==> config.mk <==
export PLATFORM = sky130hd
export DESIGN_NAME = regfile_mp
export DESIGN_NICKNAME = d
export VERILOG_FILES = /design/src/rtl/regfile_pkg.sv /design/src/rtl/regfile_clr_fsm.sv /design/src/rtl/regfile_mp.sv
export SDC_FILE = /design/constraint.sdc
export NUM_CORES = 2
export LEC_CHECK = 0
export ABC_AREA = 1
export CORE_ASPECT_RATIO = 1.4
export CORE_MARGIN = 1
export CORE_UTILIZATION = 47
export DETAILED_ROUTE_END_ITERATION = 8
export PLACE_DENSITY = 0.6
export SLEW_MARGIN = 20
export SYNTH_ARGS = -nofsm -noshare
export SYNTH_HDL_FRONTEND = slang
export SYNTH_HIERARCHICAL = 1
export SYNTH_SLANG_ARGS = --single-unit
==> constraint.sdc <==
create_clock -name clk -period 2.7 [get_ports clk]
set_input_delay 0.405 -clock clk [delete_from_list [all_inputs] [get_ports clk]]
set_output_delay 0.405 -clock clk [all_outputs]
set_load 0.01 [all_outputs]
==> src/rtl/regfile_pkg.sv <==
// Shared types and default sizes for the multi-read-port register file.
package regfile_pkg;

   localparam int XLEN_DEF = 32;
   localparam int AW_DEF   = 5;

   typedef enum logic [1:0] {
      ST_IDLE  = 2'd0,
      ST_CLEAR = 2'd1,
      ST_DONE  = 2'd2
   } clr_state_t;

   // Low bit index of lane p in a packed bus of w-bit lanes.
   function automatic int unsigned lane_lo(input int unsigned p, input int unsigned w);
      return p * w;
   endfunction

endpackage

==> src/rtl/regfile_clr_fsm.sv <==
// Clear-sweep controller: walks every entry once, raising clr_busy for DEPTH
// cycles and pulsing clr_done when the last entry has been cleared.
module regfile_clr_fsm
   import regfile_pkg::*;
#(
   parameter int AW = AW_DEF
) (
   input  logic          clk,
   input  logic          rst_n,
   input  logic          clr_req,
   output logic          clr_busy,
   output logic          clr_done,
   output logic          clr_en,
   output logic [AW-1:0] clr_idx
);

   clr_state_t    state, state_nxt;
   logic [AW-1:0] cnt, cnt_nxt;

   always_ff @(posedge clk or negedge rst_n) begin
      if (!rst_n) begin
         state <= ST_IDLE;
         cnt   <= '0;
      end else begin
         state <= state_nxt;
         cnt   <= cnt_nxt;
      end
   end

   always_comb begin
      state_nxt = state;
      cnt_nxt   = cnt;
      clr_busy  = 1'b0;
      clr_done  = 1'b0;
      case (state)
         ST_IDLE: begin
            if (clr_req) begin
               state_nxt = ST_CLEAR;
               cnt_nxt   = '0;
            end
         end
         ST_CLEAR: begin
            // clr_req is deliberately ignored here; the counter wraps to 0 on the last entry
            clr_busy = 1'b1;
            cnt_nxt  = cnt + 1'b1;
            if (cnt == '1) state_nxt = ST_DONE;
         end
         ST_DONE: begin
            clr_done  = 1'b1;
            cnt_nxt   = '0;
            state_nxt = clr_req ? ST_CLEAR : ST_IDLE;
         end
         default: state_nxt = ST_IDLE;
      endcase
   end

   assign clr_en  = clr_busy;
   assign clr_idx = cnt;

endmodule

==> src/rtl/regfile_mp.sv <==
// Parametrised multi-read-port register file with clear sweep and optional
// hardwired entry 0. Define REGFILE_BYPASS_EN to forward accepted writes to reads.
module regfile_mp
   import regfile_pkg::*;
#(
   parameter int XLEN     = XLEN_DEF,
   parameter int AW       = AW_DEF,
   parameter int NRD      = 2,
   parameter int ZERO_REG = 1
) (
   input  logic                clk,
   input  logic                rst_n,
   input  logic                we,
   input  logic [AW-1:0]       wa,
   input  logic [XLEN-1:0]     wd,
   input  logic [NRD*AW-1:0]   ra,
   output logic [NRD*XLEN-1:0] rd,
   input  logic                clr_req,
   output logic                clr_busy,
   output logic                clr_done,
   output logic                wr_drop
);

   localparam int DEPTH = 2 ** AW;

   logic [XLEN-1:0] mem [DEPTH];
   logic            clr_en;
   logic [AW-1:0]   clr_idx;
   logic            wa_zero;
   logic            wr_acc;

   regfile_clr_fsm #(.AW(AW)) u_clr_fsm (
      .clk      (clk),
      .rst_n    (rst_n),
      .clr_req  (clr_req),
      .clr_busy (clr_busy),
      .clr_done (clr_done),
      .clr_en   (clr_en),
      .clr_idx  (clr_idx)
   );

   // Writes to a hardwired entry 0 vanish silently: neither stored nor reported as dropped.
   assign wa_zero = (ZERO_REG != 0) && (wa == '0);
   assign wr_acc  = we && !clr_busy && !wa_zero;
   assign wr_drop = we &&  clr_busy && !wa_zero;

   for (genvar e = 0; e < DEPTH; e++) begin : g_ent
      logic [XLEN-1:0] q;

      always_ff @(posedge clk or negedge rst_n) begin
         if (!rst_n)
            q <= '0;
         else if (clr_en && (clr_idx == AW'(e)))
            q <= '0;
         else if (wr_acc && (wa == AW'(e)))
            q <= wd;
      end

      assign mem[e] = q;
   end

   always_comb begin
      rd = '0;
      for (int p = 0; p < NRD; p++) begin
         if (!((ZERO_REG != 0) && (ra[lane_lo(p, AW) +: AW] == '0)))
            rd[lane_lo(p, XLEN) +: XLEN] = mem[ra[lane_lo(p, AW) +: AW]];
`ifdef REGFILE_BYPASS_EN
         if (wr_acc && (ra[lane_lo(p, AW) +: AW] == wa))
            rd[lane_lo(p, XLEN) +: XLEN] = wd;
`endif
      end
   end

endmodule

==> qor.yml <==
setup_viol: 1
crit_slowest_cell: "dfrtp_1"
p_clk_frac: 0.326
path_cells: "a21oi_1 -> o21ai_0 -> a21oi_1 -> nor2_2 -> nor2_4 -> nor2_2 -> dlygate4sd2_1"
min_period_over_period: 1.00
num-fill-cells: 12700
drtPass1Iterations: 9
p_sw_frac: 0.366
max_stage_delay_ns: 0.39
violations: "setup timing"
cts_buffer_depth: 3
start_kind: "flop"
cts_buffers: 109
critical_path_arrival_ns: 2.30
ant_nets: 0
cts_tree: "built"
die_area_um2: 134000
slew-limit-headroom: 0.293
netlist_area_um2: 62100
yosys_most_used_dff: "dfrtp_1"
yosysMostFrequentCell: "nand2_1"
row_count: 157
regArea_um2: 25800
ys_warn_count: 6
drc: 0
synthArstFlopShare: 1.00
vias: 70000
worstSkewPairLatency_ns: 0.78
synth_edf_count: 0
drv_cap: 0
drt_iter0_drc: 8212
pwr-share-comb: 0.272
yosysTopAreaCellShare: 0.415
cp.required_ns: 2.30
place_area_um2: 70300
yosys-top-cells-count: "4236 x nand2_1, 2529 x nand3_1, 1031 x dfrtp_1"
finalClockSkew_ns: 0.0308
power_switching_uw: 19000
hold_class: "in -> async"
worst_pin_slew_ns: 1.06
grt_usage: 0.432
cp-end-kind: "output pin"
path_clk_slew_ns: 0.07
hold_violations: 0
yosysSeqAreaShare: 0.415
synth_cell_types: 25
timing.final.ws_setup_ns: -0.00852
synth.largest_area_cell: "dfrtp_1"
clock_sinks: 1031
layout.nets: 9764
ir_drop_mv: 0.641
dpl.hpwl_um: 186000
total_leakage_power_uw: 0.0379
power_uw: 51800
grt_overflow: 0
fp.dieW_um: 309
ioPinCount: 118
cts_root_buf: "clkbuf_16"
grt_max_degree: 103
syn-num-nets: 9656
fp.dieH_um: 432
rsz0062_at_grt: "yes"
critPathMaxFanout: 3
core-area_um2: 131000
vias_per_cell: 6.06
wl_um: 291000
clock.fmax_ghz: 0.369
grt_pass1_wl_um: 430000
grt_pass1_vias: 66500
status: "finished with violations"
report.final.slew_viol_count: 0
sequentialPowerShare: 0.402
antenna_found_initial: 1
ys_top_cells_by_area: "dfrtp_1 42%, nand2_1 26%, nand3_1 20%"
final_area_um2: 75200
placed_cells: 11300
syn_avg_cell_area_um2: 6.47
finalNonFillerCells: 11600
multi_input_area_um2: 33000
synthCells: 9603
crit_type: "reg -> out"
initial_core_util: 0.474
diodes: 0
intPower_uw: 32800
wl_per_cell_um: 25.2
port_buffers: 117
syn_to_final_growth_pct: 21.1
gp_congestion: 0.972
power_density_nw_per_um2: 688
ys_ff_latch: 1031
period_needed_ns: 2.71
htree_num_levels: 3
drive_above_1_share: 0.124
## worst paths after layout
check | startpoint | endpoint | slack (ns) | cells past startpoint
worst max-delay path | g_ent[5].q[16] | rd[48] | -0.009 | 7
worst min-delay path | rst_n | g_ent[14].q[21] | 0.19 | 2
worst max register to register | u_clr_fsm/clr_idx[2] | g_ent[25].q[7] | 0.49 | 7
worst min register to register | g_ent[4].q[31] | g_ent[4].q[31] | 0.47 | 2
max in group asynchronous | rst_n | g_ent[26].q[30] | 1.43 | 3
min in group clk | wd[10] | g_ent[10].q[10] | 0.29 | 3
## state kept, by name, summed over array words and instances, names as in the netlist
signal,cells
u_clr_fsm/state,2
u_clr_fsm/clr_idx,5
g_ent.q,1024
## power groups by stage
stage	clock, µW	combinational (µW)	sequential (µW)
finish	16900	14100	20800
global route	17500	15300	21100
CTS	16900	13600	20700
detailed placement	0	13400	21000
global placement	0	13200	21000
floorplan	0	7710	20200
## stage by stage
step	utilization	setup WS [ns]	hold slack [ns]	setup TNS, ns
after global placement	0.537	-0.455	0.421	-17.87
after global routing	0.574	-0.0599	0.221	-0.188
final	0.574	-0.00852	0.195	-0.00852
after CTS	0.571	-0.200	0.194	-0.217
after detailed placement	0.537	-0.445	0.399	-17.63
after floorplan	-	0.556	0.109	0
## repair_timing
item | 4_1_cts | 5_1_grt
pin swaps | 34 | 49
endpoints found under the hold margin | 17 | 0
resized for setup | 272 | 154
hold buffers | 1 | 0
setup endpoints to repair | 64 | 63
cloned | 1 | 2
buffers inserted | 11 | 21
## placed cells by master, fill, tap and decap left out, types with 6 or more instances in the layout
master and n:
nand2_1 4189, nand3_1 2501, dfrtp_1 1031, buf_4 475, nor2_1 283, buf_12 224, inv_1 189, o21ai_0 184
clkbuf_16 114, a21oi_1 93, nor2_4 83, nor2_2 63, nand2_2 43, clkdlybuf4s50_1 39, clkinv_2 29, o21ai_1 29
nand3_2 27, clkbuf_8 20, buf_2 18, clkbuf_2 18, bufinv_16 16, clkbuf_1 15, dlygate4sd2_1 14, clkdlybuf4s15_1 14
buf_6 12, clkinvlp_4 9, buf_8 9, inv_2 8, inv_6 7, nand2_4 7, a21oi_2 7, buf_16 6
## layer usage
metal	vias up	part of all wire	track usage
li1	31100	-	-
met1	32900	0.37	0.548
met2	4668	0.44	0.666
met3	1249	0.12	0.0927
met4	0	0.073	0.273
met5	-	0	0
## critical path: cells and delay by family, from the launching register on
family / cells / cell delay (ns)
AND/OR/NAND/NOR: 3 / 0.34
buffers and inverters: 1 / 0.29
flip-flops: 1 / 0.39
AO/OA/AOI/OAI: 3 / 0.51
## logic make-up after synthesis
| group | count (synthesis) | synth area share |
|---|---|---|
| AOI/OAI and AO/OA | 318 | 0.0258 |
| and+or+nand+nor | 7207 | 0.489 |
| DFF | 1031 | 0.415 |
| adders and majority gates | 2 | 0.000403 |
| buffers and inverters | 1045 | 0.0690 |
## final cells by class
type / instances / share of cell area
Clock buffer: 147 / 0.0417
Clock inverter: 61 / 0.0103
Inverter: 206 / 0.0112
Multi-Input combinational cell: 7527 / 0.439
Sequential cell: 1031 / 0.343
Tap cell: 1749 / 0.0291
Timing Repair Buffer: 836 / 0.126
Power figures use the tool's default switching activity.
